<file path="src/rtl/alu_pkg.sv">
// Shared definitions for the pipelined ALU: opcodes, flag bit positions, FSM states.
package alu_pkg;

    localparam logic [3:0] OP_ADD  = 4'b0000;
    localparam logic [3:0] OP_SUB  = 4'b0001;
    localparam logic [3:0] OP_AND  = 4'b0010;
    localparam logic [3:0] OP_OR   = 4'b0011;
    localparam logic [3:0] OP_XOR  = 4'b0100;
    localparam logic [3:0] OP_SHL  = 4'b0101;
    localparam logic [3:0] OP_SHR  = 4'b0110;
    localparam logic [3:0] OP_MUL  = 4'b0111;
    localparam logic [3:0] OP_LOAD = 4'b1110;

    localparam int FLAG_CARRY = 3;
    localparam int FLAG_NEG   = 2;
    localparam int FLAG_ZERO  = 1;
    localparam int FLAG_ILL   = 0;

    typedef enum logic [1:0] {
        ST_IDLE = 2'b00,
        ST_MUL  = 2'b01,
        ST_DONE = 2'b10
    } state_e;

    // Assemble the flag nibble so every bit is written on every completed op.
    function automatic logic [3:0] pack_flags(input logic carry, input logic neg,
                                              input logic zero, input logic ill);
        logic [3:0] f;
        f             = 4'b0000;
        f[FLAG_CARRY] = carry;
        f[FLAG_NEG]   = neg;
        f[FLAG_ZERO]  = zero;
        f[FLAG_ILL]   = ill;
        return f;
    endfunction

endpackage

</file>
<file path="src/rtl/alu_mul_seq.sv">
// Sequential shift-add multiplier: one partial product per cycle, WIDTH cycles per op.
module alu_mul_seq
    import alu_pkg::*;
#(
    parameter int WIDTH = 8
) (
    input  logic               clk,
    input  logic               reset,
    input  logic               start,
    input  logic [WIDTH-1:0]   a,
    input  logic [WIDTH-1:0]   b,
    output logic               busy,
    output logic               done,
    output logic [2*WIDTH-1:0] product
);

    localparam int CW = $clog2(WIDTH + 1);

    logic [2*WIDTH-1:0] mcand_q, mcand_d;
    logic [WIDTH-1:0]   mplier_q, mplier_d;
    logic [2*WIDTH-1:0] acc_q, acc_d;
    logic [CW-1:0]      cnt_q, cnt_d;
    logic [2*WIDTH-1:0] acc_next_s;

    // Next-state of the shift-add engine; the final sum is exposed combinationally
    // so the caller can register it on the same edge as the last iteration.
    always_comb begin
        mcand_d    = mcand_q;
        mplier_d   = mplier_q;
        acc_d      = acc_q;
        cnt_d      = cnt_q;
        acc_next_s = acc_q + (mplier_q[0] ? mcand_q : {(2*WIDTH){1'b0}});
        if (start) begin
            mcand_d  = {{WIDTH{1'b0}}, a};
            mplier_d = b;
            acc_d    = {(2*WIDTH){1'b0}};
            cnt_d    = CW'(WIDTH);
        end else if (cnt_q != {CW{1'b0}}) begin
            mcand_d  = {mcand_q[2*WIDTH-2:0], 1'b0};
            mplier_d = {1'b0, mplier_q[WIDTH-1:1]};
            acc_d    = acc_next_s;
            cnt_d    = cnt_q - CW'(1);
        end else begin
            cnt_d    = cnt_q;
        end
    end

    // Engine registers; reset clears count and accumulator, aborting any op.
    always_ff @(posedge clk) begin
        if (reset) begin
            mcand_q  <= {(2*WIDTH){1'b0}};
            mplier_q <= {WIDTH{1'b0}};
            acc_q    <= {(2*WIDTH){1'b0}};
            cnt_q    <= {CW{1'b0}};
        end else begin
            mcand_q  <= mcand_d;
            mplier_q <= mplier_d;
            acc_q    <= acc_d;
            cnt_q    <= cnt_d;
        end
    end

    // Status decode: done marks the cycle whose edge performs the last iteration.
    always_comb begin
        busy    = (cnt_q != {CW{1'b0}});
        done    = (cnt_q == CW'(1));
        product = acc_next_s;
    end

endmodule

</file>
<file path="src/rtl/alu_pipe.sv">
// ALU with valid/ready handshakes: single-cycle ops finish in one cycle,
// MUL runs on a sequential multiplier, result held until taken.
module alu_pipe
    import alu_pkg::*;
#(
    parameter int WIDTH  = 8,
    parameter int MUL_EN = 1
) (
    input  logic             clk,
    input  logic             reset,
    input  logic             in_valid,
    output logic             in_ready,
    input  logic [3:0]       opcode,
    input  logic [WIDTH-1:0] a,
    input  logic [WIDTH-1:0] b,
    input  logic [WIDTH-1:0] load_number,
    output logic             out_valid,
    input  logic             out_ready,
    output logic [WIDTH-1:0] out,
    output logic [3:0]       flag
);

    state_e             state_q, state_d;
    logic [WIDTH-1:0]   out_q, out_d;
    logic [3:0]         flag_q, flag_d;
    logic [WIDTH-1:0]   alu_res_s;
    logic [3:0]         alu_flag_s;
    logic [WIDTH:0]     sum_s;
    logic               carry_s, neg_s, ill_s;
    logic               is_mul_s, mul_start_s, mul_busy_s, mul_done_s;
    logic [2*WIDTH-1:0] mul_prod_s;

    generate
        if (MUL_EN != 0) begin : g_mul
            alu_mul_seq #(.WIDTH(WIDTH)) u_mul (
                .clk     (clk),
                .reset   (reset),
                .start   (mul_start_s),
                .a       (a),
                .b       (b),
                .busy    (mul_busy_s),
                .done    (mul_done_s),
                .product (mul_prod_s)
            );
        end else begin : g_no_mul
            assign mul_busy_s = 1'b0;
            assign mul_done_s = 1'b0;
            assign mul_prod_s = {(2*WIDTH){1'b0}};
        end
    endgenerate

    // Single-cycle datapath from the operands presented at acceptance.
    always_comb begin
        sum_s     = {1'b0, a} + {1'b0, b};
        alu_res_s = {WIDTH{1'b0}};
        carry_s   = 1'b0;
        ill_s     = 1'b0;
        case (opcode)
            OP_ADD: begin
                alu_res_s = sum_s[WIDTH-1:0];
                carry_s   = sum_s[WIDTH];
            end
            OP_SUB:  alu_res_s = a - b;
            OP_AND:  alu_res_s = a & b;
            OP_OR:   alu_res_s = a | b;
            OP_XOR:  alu_res_s = a ^ b;
            OP_SHL: begin
                alu_res_s = {a[WIDTH-2:0], 1'b0};
                carry_s   = a[WIDTH-1];
            end
            OP_SHR: begin
                alu_res_s = {1'b0, a[WIDTH-1:1]};
                carry_s   = a[0];
            end
            OP_LOAD: alu_res_s = load_number;
            default: ill_s = 1'b1;
        endcase
        if (opcode == OP_SUB) begin
            neg_s = (a < b);
        end else begin
            neg_s = alu_res_s[WIDTH-1];
        end
        if (ill_s) begin
            alu_flag_s = pack_flags(1'b0, 1'b0, 1'b0, 1'b1);
        end else begin
            alu_flag_s = pack_flags(carry_s, neg_s, (alu_res_s == {WIDTH{1'b0}}), 1'b0);
        end
        is_mul_s = (MUL_EN != 0) && (opcode == OP_MUL);
    end

    // Next-state and result capture; MUL opcode falls into illegal path when disabled.
    always_comb begin
        state_d     = state_q;
        out_d       = out_q;
        flag_d      = flag_q;
        mul_start_s = 1'b0;
        case (state_q)
            ST_IDLE: begin
                if (in_valid) begin
                    if (is_mul_s) begin
                        state_d     = ST_MUL;
                        mul_start_s = 1'b1;
                    end else begin
                        state_d = ST_DONE;
                        out_d   = alu_res_s;
                        flag_d  = alu_flag_s;
                    end
                end else begin
                    state_d = ST_IDLE;
                end
            end
            ST_MUL: begin
                if (mul_done_s) begin
                    state_d = ST_DONE;
                    out_d   = mul_prod_s[WIDTH-1:0];
                    flag_d  = pack_flags(|mul_prod_s[2*WIDTH-1:WIDTH],
                                         mul_prod_s[WIDTH-1],
                                         (mul_prod_s[WIDTH-1:0] == {WIDTH{1'b0}}),
                                         1'b0);
                end else if (!mul_busy_s) begin
                    // Multiplier lost its operation; recover rather than hang.
                    state_d = ST_IDLE;
                end else begin
                    state_d = ST_MUL;
                end
            end
            ST_DONE: begin
                if (out_ready) begin
                    state_d = ST_IDLE;
                end else begin
                    state_d = ST_DONE;
                end
            end
            default: state_d = ST_IDLE;
        endcase
    end

    // State and result registers; reset wins over any acceptance on the same edge.
    always_ff @(posedge clk) begin
        if (reset) begin
            state_q <= ST_IDLE;
            out_q   <= {WIDTH{1'b0}};
            flag_q  <= 4'b0000;
        end else begin
            state_q <= state_d;
            out_q   <= out_d;
            flag_q  <= flag_d;
        end
    end

    // Handshake outputs decoded from the registered state.
    always_comb begin
        in_ready  = (state_q == ST_IDLE);
        out_valid = (state_q == ST_DONE);
        out       = out_q;
        flag      = flag_q;
    end

endmodule

</file>
<file path="config.mk">
export PLATFORM = sky130hd
export DESIGN_NAME = alu_pipe
export DESIGN_NICKNAME = d
export VERILOG_FILES = /design/src/rtl/alu_pkg.sv /design/src/rtl/alu_mul_seq.sv /design/src/rtl/alu_pipe.sv
export SDC_FILE = /design/constraint.sdc
export NUM_CORES = 1
export LEC_CHECK = 0
export CAP_MARGIN = 15
export CORE_ASPECT_RATIO = 1.25
export CORE_MARGIN = 3
export CORE_UTILIZATION = 40
export DETAILED_ROUTE_END_ITERATION = 12
export PLACE_DENSITY = 0.68
export SLEW_MARGIN = 15
export SYNTH_ARGS = -nofsm -noshare
export SYNTH_HDL_FRONTEND = slang
export SYNTH_SLANG_ARGS = --single-unit
</file>
<file path="constraint.sdc">
create_clock -name clk -period 4.16 [get_ports clk]
set_input_delay 0.832 -clock clk [delete_from_list [all_inputs] [get_ports clk]]
set_output_delay 0.832 -clock clk [all_outputs]
set_load 0.01 [all_outputs]
</file>
## Yosys cells after proc, flatten, opt, wreduce, memory -nomap -nowiden

Cells that the tools add are included.
Widths: inputs -> output; s select.

| cells by class | value |
|---|---|
| reduce and logical (&&, ||, !) cells | 11 |
| bitwise logic cells | 3 |
| equality and inequality tests | 14 |
| $lt $le $gt $ge | 1 |
| multiplexer cells | 28 |
| add/subtract/negate cells | 4 |

Operators by type and width:

| operator | number |
|---|---|
| $pmux 8 s8 | 1 |
| $mux 8 | 7 |
| $mux 4 | 6 |
| $add 16x16->16 | 1 |
| $eq 4x3->1 const B | 4 |
| $logic_not 8->1 | 2 |
| $mux 16 | 1 |
| $pmux 8 s2 | 1 |
| $reduce_or 8->1 | 2 |
| $add 8x8->9 | 1 |
| $and 8x8->8 | 1 |
| $eq 4x1->1 const B | 2 |
| $eq 4x2->1 const B | 2 |
| $lt 8x8->1 | 1 |
| $mux 2 | 4 |
| $or 8x8->8 | 1 |
| $pmux 4 s2 | 1 |
| $sub 8x8->8 | 1 |
| $xor 8x8->8 | 1 |
| $pmux 2 s3 | 1 |
| $mux 1 | 5 |
| $eq 4x4->1 const B | 1 |
| $logic_not 4->1 | 1 |
| $ne 2x2->1 const B | 2 |
| 10 further kinds | 11 |

| word-level totals | value |
|---|---|
| logic and storage cells | 70 |
| output and inout bits | 14 |
| bits in registers | 58 |
| input bits | 32 |

## Longest topological paths before layout

| logic depth | value |
|---|---|
| word-level depth | 7 |
| mapped depth | 12 |

## Hierarchy

From an unflattened synthesis, not the netlist that was laid out.

| unflattened totals | value |
|---|---|
| cells, all modules | 635 |
| area, all modules | 4705.8 um^2 |

Modules (own cells, without submodules):

| module | area an instance (um^2) | sequential area each (um^2) | instances | cells each |
|---|---|---|---|---|
| alu_mul_seq | 2595.0 | 880.8 | 1 | 349 |
| alu_pipe | 2110.8 | 280.3 | 1 | 286 |

## Worst setup path after synthesis

OpenSTA, ideal clock, no wires.

| path | value |
|---|---|
| kind | input -> register |
| from | in a[0] |
| to | reg flag_q[3] (netlist: flag[3]) |
| cell stages on the path | 10 |
| arrival time | 3.076 ns |
| slack | 0.960 ns |
| data required time | 4.036 ns |
| library setup time | 0.124 ns |
| buffers on the path | 0 |
| path through | ha_1 fa_1 a211oi_2 o21bai_1 o311a_1 a221oi_2 o21ai_0 or4_4 nor4_2 a21oi_1 |

| on the way | value |
|---|---|
| cells in the longest elaborated chain, start to end | 6 |

Ends and longest elaborated chain:

| element | line | text |
|---|---|---|
| from (decl) | alu_pipe.sv:14 | `input logic [WIDTH-1:0] a,` |
| $add 8x8->9 | alu_pipe.sv:54 | `sum_s = {1'b0, a} + {1'b0, b};` |
| $pmux 1 s3 * | alu_pipe.sv:58 | `case (opcode)` |
| $mux 4 * | alu_pipe.sv:83 | `if (ill_s) begin` |
| $mux 4 * | alu_pipe.sv:100 | `if (is_mul_s) begin` |
| $mux 4 * | alu_pipe.sv:99 | `if (in_valid) begin` |
| $pmux 4 s2 * | alu_pipe.sv:97 | `case (state_q)` |
| to (signal assigned) | alu_pipe.sv:147 | `flag_q <= flag_d;` |
| to (decl) | alu_pipe.sv:25 | `logic [3:0] flag_q, flag_d;` |

Mark *: on every way between the ends. The rest lies on a longest branch, timed or not. The select of a mux whose other input is x is not followed.
A chain may end at the register's enable or synchronous reset.

## Final worst setup path

| path | value |
|---|---|
| from | in b[0] |
| to | reg flag_q[3] (netlist: flag[3]) |

| on the way | value |
|---|---|
| cells in the longest elaborated chain, start to end | 6 |

Ends and longest elaborated chain:

| element | line | text |
|---|---|---|
| from (decl) | alu_pipe.sv:15 | `input logic [WIDTH-1:0] b,` |
| $add 8x8->9 | alu_pipe.sv:54 |  |
| $pmux 1 s3 | alu_pipe.sv:58 |  |
| $mux 4 | alu_pipe.sv:83 |  |
| $mux 4 | alu_pipe.sv:100 |  |
| $mux 4 | alu_pipe.sv:99 |  |
| $pmux 4 s2 | alu_pipe.sv:97 |  |

No other way between the ends. The select of a mux whose other input is x is not followed.

==> metrics.md <==
| Metric | Value |
|---|---|
| Worst-Skew Late Latency | `330 ps` |
| Most common cell in the netlist | `nand2_1` |
| Total die area | `12600 sq um` |
| Worst EP required | `4370 ps` |
| Via density per instance | `5.80` |
| Final WL | `13.6 mm` |
| Area grow syn2layout | `19.6%` |
| Top-area cell type share of the netlist area | `25.8%` |
| Die Wd | `101 um` |
| Largest area contributor in the netlist | `dfxtp_1` |
| Remaining global-route overflow | `0` |
| H-tree Lvls | `3` |
| RSZ-0062 raised after global routing | `no` |
| WS Path Type | `input port to flop` |
| Status | `finished clean` |
| CP max FO | `4` |
| Synth warn | `0` |
| Syn nets | `679` |
| Syn Area/Cell | `7.47 sq um` |
| Crit path arrival time | `3940 ps` |
| Synth top cells by count | `nand2_1 (105), a21oi_1 (62), dfxtp_1 (58), nor2_1 (55), ha_1 (41)` |
| # DRC | `0` |
| Nets | `715` |
| Final Wtd Congestion | `0.921` |
| Vias | `4504` |
| Clk sinks | `58` |
| Max Buffers Root-to-Sink | `2` |
| Port buffer count | `45` |
| Core Box Area | `10800 sq um` |
| Synth Area in XOR/XNOR | `3.70%` |
| All-layer global routing usage | `22.0%` |
| Vias in the first global route | `4451` |
| Worst Skew | `7.41 ps` |
| Top FF cell, synth | `dfxtp_1` |
| Max Slew Vio Count | `0` |
| CTS tree | `yes` |
| Cell Area, Synth | `4500 sq um` |
| Count of cell types in the netlist | `65` |
| Core Util, Final | `50.0%` |
| Worst Setup Start Kind | `input port` |
| Power Dens Cells | `377 nW/um^2` |
| Synthesized instance count | `603` |
| Max_cap viols | `0` |
| Worst reg2reg setup slack | `800 ps` |
| Final hold violations | `0` |
| DIE HEIGHT | `125 um` |
| First-pass GRT wire length | `22.0 mm` |
| Routed WL per cell | `17.6 um` |
| Clock transition at path regs | `50 ps` |
| Post-route ant nets | `0` |
| Rel. slew slack | `35.2%` |
| Worst min path class | `flop to flop` |
| Non-filler cells, final | `776` |
| Post-synth EDFFs | `0` |
| CTS buffer count | `9` |
| Compound-Gate Fraction of Synth Area | `27.2%` |
| Largest net degree at the start of global routing | `45` |
| Leak pwr | `2.19 nW` |
| I/O Pins | `46` |
| Crit path capture type | `flop` |
| Worst-case vdd ir drop | `258 uV` |
| Largest cells by area after synthesis | `dfxtp_1 (26%), ha_1 (11%), nand2_1 (8.8%)` |
| Initial Util | `41.8%` |
| Fraction of the mapped netlist area in adder cells | `12.7%` |
| Fmax | `268 MHz` |
| Root buffer cell | `clkbuf_16` |
| Setup bufs post-CTS | `0` |
| Filler cells | `1084` |
| Mux share of post-synthesis cell area | `2.53%` |
| Largest family of logic cells by synthesized area | `compound AO/OA/AOI/OAI gates` |
| Dpl cells | `760` |
| Tmin final | `3730 ps` |
| Worst slew pin tran | `971 ps` |
| Final worst-path cycle share | `89.6%` |
| DRT iter0 DRCs | `273` |
| Post-synthesis simple-gate area fraction | `22.5%` |
| Site Rows | `42` |
| Pwr Total | `2.03 mW` |
| Fin Setup TNS | `0 ps` |
| Register bit total from synthesis | `58` |
| Final setup violation count | `0` |
| Cts hold-fix bufs | `0` |
| Register area share after synthesis | `25.8%` |
| Drt pass-1 iters | `5` |
| Post-CTS sizing | `0` |
| Antenna Cells | `0` |
| Layout cell share with drive strength beyond 1 | `6.68%` |
| Initial antenna violation count | `0` |
| HPWL after detailed placement | `10.5 mm` |
| Async S/R FF share, synth | `0%` |
stage by stage:
| step | cell area, sq um | setup slack, ps | hold slack, ps |
|---|---|---|---|
| 2_1_floorplan | 4500 | 960 | 432 |
| 3_3_place_gp | 5090 | 206 | 442 |
| 3_5_place_dp | 5090 | 155 | 449 |
| 4_1_cts | 5380 | 492 | 456 |
| 5_1_grt | 5380 | 346 | 472 |
| 6_report | 5380 | 434 | 453 |
report_power, final:
group          switching, mW  total (mW)  internal, mW
sequential            0.0382       0.641         0.603
clock                  0.254       0.715         0.461
combinational          0.448       0.673         0.225
worst max-delay path, stage by stage:
cell and delay, ps:
clkdlybuf4s50_1 500, ha_1 260, fa_1 440, a211oi_2 230, o21bai_1 160, o311a_1 330, a221oi_2 190, o21ai_0 190
or4_4 570, nor4_2 140, a21oi_1 90
final timing paths:
check                                             start                      end  cells after the start
worst min-delay path            g_mul.u_mul.mcand_q[15]  g_mul.u_mul.mcand_q[15]                      2
worst max-delay path                               b[0]                  flag[3]                     11
worst min register to register  g_mul.u_mul.mcand_q[15]  g_mul.u_mul.mcand_q[15]                      2
worst max register to register  g_mul.u_mul.mplier_q[0]                  flag[3]                     11
state kept, by name (all words and copies together), names as in the netlist:
| register | count |
|---|---|
| g_mul.u_mul.cnt_q | 4 |
| g_mul.u_mul.mcand_q | 16 |
| state_q | 2 |
| g_mul.u_mul.acc_q | 16 |
| out | 8 |
| flag | 4 |
| g_mul.u_mul.mplier_q | 8 |
layout by cell type, fill, tap and decap left out, types with 7 or more instances in the layout:
cell type and count:
nand2_1 105, a21oi_1 62, dfxtp_1 58, nor2_1 55
clkdlybuf4s50_1 45, ha_1 41, inv_1 28, o21ai_0 24
and2_1 16, a311oi_1 15, buf_4 15, xnor2_1 14
nor3_1 13, a211oi_1 12, a21o_1 10, clkbuf_16 9
o21bai_1 8, mux2i_1 8, nand3_1 7, a221oi_1 7
layout make-up:
cell class	count	area, sq um	area share, %
multi-input cells	480	3090	57.5
well taps	132	165	3.07
flip-flops and latches	58	1160	21.6
inverters	30	113	2.09
clock buffers	11	233	4.32
clock inverters	5	55.1	1.02
repair buffers	60	563	10.5
kinds of logic (layout without fill, tap and decap cells):
logic type                 after synthesis  after routing
AOI/OAI and AO/OA                      181            181
xor gates and xnor gates                19             19
adders and majority gates               44             44
buffers and inverters                   65            106
DFF                                     58             58
muxes                                   10             10
and+or+nand+nor                        226            226
per-layer routing:
layer	GRT usage [%]	share of wire, %	vias to the layer above
met1	25.1	40	2115
met3	3.87	4.5	33
met4	9.67	4.0	0
met5	0	0	-
met2	38.9	52	129
li1	-	-	2227
No activity file was read; power rests on OpenSTA's default activity.
